**src/rtl/nibble_serial_adder_if.sv**
```systemverilog
// Operand and result handshake bundle for nibble_serial_adder.
// The slave side is the adder; the master side is the producer and consumer of results.
interface nibble_serial_adder_if #(
    parameter int WIDTH = 16
);
    logic             in_valid;
    logic             in_ready;
    logic [WIDTH-1:0] a;
    logic [WIDTH-1:0] b;
    logic             cin;
    logic             sub;
    logic             out_valid;
    logic             out_ready;
    logic [WIDTH-1:0] sum;
    logic             carry;
    logic             ovf;

    modport slave (
        input  in_valid, a, b, cin, sub, out_ready,
        output in_ready, out_valid, sum, carry, ovf
    );

    modport master (
        output in_valid, a, b, cin, sub, out_ready,
        input  in_ready, out_valid, sum, carry, ovf
    );
endinterface

```
**src/rtl/nibble_serial_adder.sv**
```systemverilog
// Multi-cycle WIDTH-bit adder/subtractor that reuses one 4-bit ripple adder,
// processing one nibble per clock, least-significant nibble first.

module fulladder4b (
    input  logic [3:0] a,
    input  logic [3:0] b,
    input  logic       cin,
    output logic [3:0] sum,
    output logic       cout
);
    // NOTE: every variable assigned in always_comb gets a value on every path, so no latch is inferred.
    always_comb begin : ripple
        logic c;
        c = cin;
        sum = '0;
        for (int i = 0; i < 4; i++) begin
            sum[i] = a[i] ^ b[i] ^ c;
            c      = (a[i] & b[i]) | (a[i] & c) | (b[i] & c);
        end
        cout = c;
    end
endmodule

module nibble_serial_adder #(
    parameter int WIDTH = 16
) (
    input  logic                  clk,
    input  logic                  rst_n,
    nibble_serial_adder_if.slave  bus
);
    localparam int N  = WIDTH / 4;
    localparam int IW = (N > 1) ? $clog2(N) : 1;

    typedef enum logic [1:0] {IDLE, RUN, DONE} state_t;

    state_t           state;
    logic [WIDTH-1:0] a_r;
    logic [WIDTH-1:0] b_r;
    logic             c_r;
    logic [IW-1:0]    idx;
    logic [WIDTH-1:0] sum_r;
    logic             carry_r;
    logic             ovf_r;
    logic             in_ready_r;
    logic             out_valid_r;

    logic [3:0]       a_nib;
    logic [3:0]       b_nib;
    logic [3:0]       nib_sum;
    logic             nib_cout;
    logic             last_nib;

    always_comb begin
        a_nib = '0;
        b_nib = '0;
        for (int k = 0; k < N; k++) begin
            if (idx == IW'(k)) begin
                a_nib = a_r[4*k +: 4];
                b_nib = b_r[4*k +: 4];
            end
        end
    end

    assign last_nib = (idx == IW'(N - 1));

    fulladder4b u_fa (
        .a    (a_nib),
        .b    (b_nib),
        .cin  (c_r),
        .sum  (nib_sum),
        .cout (nib_cout)
    );

    // in_ready is held low during reset and rises on the first edge after release.
    // NOTE: sequential state uses non-blocking assignments so all registers update together at the edge.
    always_ff @(posedge clk or negedge rst_n) begin
        if (!rst_n) begin
            state       <= IDLE;
            a_r         <= '0;
            b_r         <= '0;
            c_r         <= 1'b0;
            idx         <= '0;
            sum_r       <= '0;
            carry_r     <= 1'b0;
            ovf_r       <= 1'b0;
            in_ready_r  <= 1'b0;
            out_valid_r <= 1'b0;
        end else begin
            case (state)
                IDLE: begin
                    in_ready_r <= 1'b1;
                    if (bus.in_valid && in_ready_r) begin
                        a_r        <= bus.a;
                        b_r        <= bus.sub ? ~bus.b : bus.b;
                        c_r        <= bus.cin ^ bus.sub;
                        sum_r      <= '0;
                        idx        <= '0;
                        in_ready_r <= 1'b0;
                        state      <= RUN;
                    end
                end
                RUN: begin
                    for (int k = 0; k < N; k++) begin
                        if (idx == IW'(k)) sum_r[4*k +: 4] <= nib_sum;
                    end
                    c_r <= nib_cout;
                    if (last_nib) begin
                        idx         <= '0;
                        carry_r     <= nib_cout;
                        // Overflow: operands share a sign that the result does not.
                        ovf_r       <= (a_r[WIDTH-1] == b_r[WIDTH-1]) &&
                                       (nib_sum[3] != a_r[WIDTH-1]);
                        out_valid_r <= 1'b1;
                        state       <= DONE;
                    end else begin
                        idx <= idx + 1'b1;
                    end
                end
                DONE: begin
                    if (bus.out_ready) begin
                        out_valid_r <= 1'b0;
                        in_ready_r  <= 1'b1;
                        state       <= IDLE;
                    end
                end
                default: begin
                    state       <= IDLE;
                    in_ready_r  <= 1'b0;
                    out_valid_r <= 1'b0;
                end
            endcase
        end
    end

    assign bus.in_ready  = in_ready_r;
    assign bus.out_valid = out_valid_r;
    assign bus.sum       = sum_r;
    assign bus.carry     = carry_r;
    assign bus.ovf       = ovf_r;
endmodule
```
**src/flat_wrapper.sv**
```systemverilog
// flat-port wrapper written by rule: the top's interface ports become plain ports
module nibble_serial_adder_flat 
#(
    parameter int WIDTH = 16
)
  (clk, rst_n, bus_in_valid, bus_a, bus_b, bus_cin, bus_sub, bus_out_ready, bus_in_ready, bus_out_valid, bus_sum, bus_carry, bus_ovf);
  nibble_serial_adder_if #(.WIDTH(WIDTH)) bus_i ();
  input  logic clk;
  input  logic rst_n;
  input wire logic [$bits(bus_i.in_valid)-1:0] bus_in_valid;
  input wire logic [$bits(bus_i.a)-1:0] bus_a;
  input wire logic [$bits(bus_i.b)-1:0] bus_b;
  input wire logic [$bits(bus_i.cin)-1:0] bus_cin;
  input wire logic [$bits(bus_i.sub)-1:0] bus_sub;
  input wire logic [$bits(bus_i.out_ready)-1:0] bus_out_ready;
  output wire logic [$bits(bus_i.in_ready)-1:0] bus_in_ready;
  output wire logic [$bits(bus_i.out_valid)-1:0] bus_out_valid;
  output wire logic [$bits(bus_i.sum)-1:0] bus_sum;
  output wire logic [$bits(bus_i.carry)-1:0] bus_carry;
  output wire logic [$bits(bus_i.ovf)-1:0] bus_ovf;
  assign bus_i.in_valid = bus_in_valid;
  assign bus_i.a = bus_a;
  assign bus_i.b = bus_b;
  assign bus_i.cin = bus_cin;
  assign bus_i.sub = bus_sub;
  assign bus_i.out_ready = bus_out_ready;
  assign bus_in_ready = bus_i.in_ready;
  assign bus_out_valid = bus_i.out_valid;
  assign bus_sum = bus_i.sum;
  assign bus_carry = bus_i.carry;
  assign bus_ovf = bus_i.ovf;
  nibble_serial_adder #(.WIDTH(WIDTH)) u_core (.clk(clk), .rst_n(rst_n), .bus(bus_i));
endmodule
```
**config.mk**
```make
export PLATFORM = sky130hd
export DESIGN_NAME = nibble_serial_adder_flat
export DESIGN_NICKNAME = d
export VERILOG_FILES = /design/src/rtl/nibble_serial_adder_if.sv /design/src/rtl/nibble_serial_adder.sv /design/src/flat_wrapper.sv
export SDC_FILE = /design/constraint.sdc
export NUM_CORES = 1
export LEC_CHECK = 0
export CAP_MARGIN = 20
export CORE_UTILIZATION = 46
export CTS_CLUSTER_DIAMETER = 30
export DETAILED_ROUTE_END_ITERATION = 10
export GPL_TIMING_DRIVEN = 0
export PLACE_DENSITY = 0.83
export SLEW_MARGIN = 20
export SYNTH_ARGS = -nofsm -noshare
export SYNTH_HDL_FRONTEND = slang
export SYNTH_HIERARCHICAL = 1
export SYNTH_SLANG_ARGS = --single-unit
```
**constraint.sdc**
```tcl
create_clock -name clk -period 3.3 [get_ports clk]
set_input_delay 0.495 -clock clk [delete_from_list [all_inputs] [get_ports clk]]
set_output_delay 0.495 -clock clk [all_outputs]
set_load 0.02 [all_outputs]
```
==> results of run 1 <==
[cell type report]
cell class / instances / area, sq um
multi-input combinational: 157 / 1250
tap: 72 / 90.1
clock buffer: 13 / 179
clock inverter: 2 / 35.0
buffer: 13 / 106
inverter: 13 / 48.8
fill: 444 / 1860
timing repair buffer: 63 / 611
sequential: 57 / 1430
[cell families after synthesis]
logic type | Yosys count | synth area share (%)
AOI/OAI and AO/OA | 60 | 15.6
DFF | 57 | 52.2
adders and majority gates | 8 | 4.76
muxes | 16 | 6.59
xor gates and xnor gates | 17 | 5.44
and+or+nand+nor | 56 | 10.4
buffers and inverters | 27 | 5.03
[critical path, cell delays in order (launching register included)]
cell and delay, ps:
dfrtp_1 430, inv_2 130, ha_4 160, nor2b_4 230, a221oi_4 90, o31ai_2 210, inv_1 90, fa_2 370
inv_1 80, fa_2 190, fa_2 180, inv_1 50, fa_1 490, inv_2 60, buf_4 130, a22o_1 210
[stage by stage]
step | instances | utilization (%)
global route | 390 | 66.8
global placement | 369 | 60.4
CTS | 386 | 65.2
finish | 390 | 66.8
floorplan | 241 | -
detailed placement | 369 | 60.3
[power by group]
| part | switching (W) | leakage (nW) | internal (W) | total (W) |
|---|---|---|---|---|
| sequential | 0.000207 | 0.685 | 0.00102 | 0.00123 |
| clock | 0.000267 | 0.112 | 0.000426 | 0.000693 |
| combinational | 0.00122 | 0.801 | 0.00121 | 0.00243 |
[registers in the layout (all words and copies together) (netlist names)]
name	flops
u_core/b_r	16
u_core/a_r	16
u_core/state	2
u_core/bus.out_valid	1
u_core/bus.sum	16
u_core/idx	2
u_core/bus.carry	1
u_core/bus.ovf	1
u_core/bus.in_ready	1
u_core/c_r	1
[repair_timing]
item,in CTS,in global routing
pin swaps,0,3
setup endpoints to repair,6,5
gates resized for setup,16,15
buffers inserted,2,5
[metal layers]
layer  share of wire (%)  wire length, um  global-route usage, %
met1                  43             2640                   27.9
met2                  51             3090                   35.4
met3                 4.9              299                   6.90
met4                 1.3               77                   9.09
met5                   0                0                      0
[worst paths after layout]
path                       cells after the start            endpoint              start  slack [ps]
setup reg to reg                              15  u_core/bus.sum[15]      u_core/idx[0]          60
hold reg to reg                                1   u_core/bus.sum[9]  u_core/bus.sum[9]         500
setup / recovery                              15  u_core/bus.sum[15]      u_core/idx[0]          60
min in group clk                               1   u_core/bus.sum[9]  u_core/bus.sum[9]         500
hold / removal                                 1  u_core/bus.sum[12]              rst_n         210
max in group asynchronous                      1       u_core/b_r[4]              rst_n        2620
[cells in the mapped netlist]
master and number:
xnor2_1 16, o21ai_0 3, dfrtp_1 57, a221o_1 1, and2b_1 1, a211oi_1 1, a221oi_1 7, buf_6 3
o21bai_1 2, nor3b_1 1, buf_2 5, buf_4 2, o31ai_1 9, and3b_1 4, nand2_1 12, mux2_2 16
ha_1 4, fa_1 4, nor2_1 24, nand2b_1 2, nand3b_1 1, or2b_1 1, xor2_1 1, and4bb_4 1
a22o_1 17, inv_1 13, or3_1 1, nor2b_1 8, clkbuf_1 4, a21oi_1 19, a31oi_1 1
==> flow_summary.ini, run 1 <==
[status]
status = completed

[power_and_ir_drop]
powerDensity_nw_per_um2 = 1160
p_leak_nw = 1.60
ir_worst_vdd_v = 0.000639
power_w = 0.00435

[floorplan]
boundaryPins = 58
initial_core_util_pct = 48.8
die_y_um = 79.1
die_w_um = 79.1
die_area_sq_um = 6260
rows = 27
coreArea_sq_um = 5610

[clock_tree]
clock_path_buffers = 2
clk_latency_ps = 340
numCtsBuffers = 9
htree_levels = 3
cts_root_buf = clkbuf_8
clock_sinks = 57
ctsHoldBuffers = 0
cts_tree = yes
clk_pin_slew_worst_paths_ps = 60

[layout]
fin_area_sq_um = 3740
layout_common_cells = dfrtp_1 (57), clkdlybuf4s50_1 (55), nor2_1 (24)
areaGrowthSynthToFinish_pct = 36.9
final_common_cell = dfrtp_1
finalNetCount = 360
layout-drive-gt1-share_pct = 21.1
antenna_cells = 0

[route]
ant_nets = 0
route.detailed.drc = 0
drtIter0Drc = 120
wl_um = 6100
vias_per_cell = 5.37
vias = 2094
dr.pass1.iters = 4
wl_per_cell_um = 15.6

[timing]
max_clock_freq_mhz = 309
worst_pin_slew_ps = 710
fin_crit_ps = 3240
maxSlewViolCount = 0
worst_clock_skew_ps = 7.27
finalSetupTns_ps = 0
final.period_utilization_pct = 98.1
setup_viol = 0
timing.final.ws_setup_ps = 63.1
timing.hold.ws_ps = 206
hold_viol_final = 0
slew-limit-headroom_pct = 52.7

[logic_synthesis]
synth_fp_nets = 287
ys_seq_elements = 57
synth_cell_types = 31
synth_area_leaders = dfrtp_1 (52%), mux2_2 (6.6%), a22o_1 (5.4%), xnor2_1 (5.1%), a21oi_1 (3.5%)
synth_area_leader_cell = dfrtp_1
ys_warn_count = 6
synth_area_sq_um = 2740
seq_area_frac_synth_pct = 52.2
synth_cells = 241
synth_area_per_cell_sq_um = 11.3
yosysTopAreaCellShare_pct = 52.2

[global_routing]
antenna_found_initial = 0
grt_max_degree = 58
grt_pass1_vias = 2128
grt_usage_pct = 22.2
grt_pass1_wl_um = 10200
grt.overflow.total = 0

[place]
hpwl_um = 4190
dpl_worst_slack_ps = -302
port_buffers = 56
gp_congestion = 0.752
postPlaceCellArea_sq_um = 3380

[critical_path]
worstSetupPathType = reg -> reg
crit_required_ps = 3520
crit_path_max_fanout = 5
startpoint_type = flip-flop
end_kind = flip-flop
crit_arrival_ps = 3450

[flow_run]
drv_cap = 0

[worst_hold_path]
hold_path_class = in -> async
Note: power is estimated with default switching activity, not from simulation.
==> inputs of run 2 (changes only) <==
CTS_CLUSTER_SIZE = 10   (was default)
==> results of run 2 <==
Same layout as run 1: the final DEF is identical, and so are final timing and power.
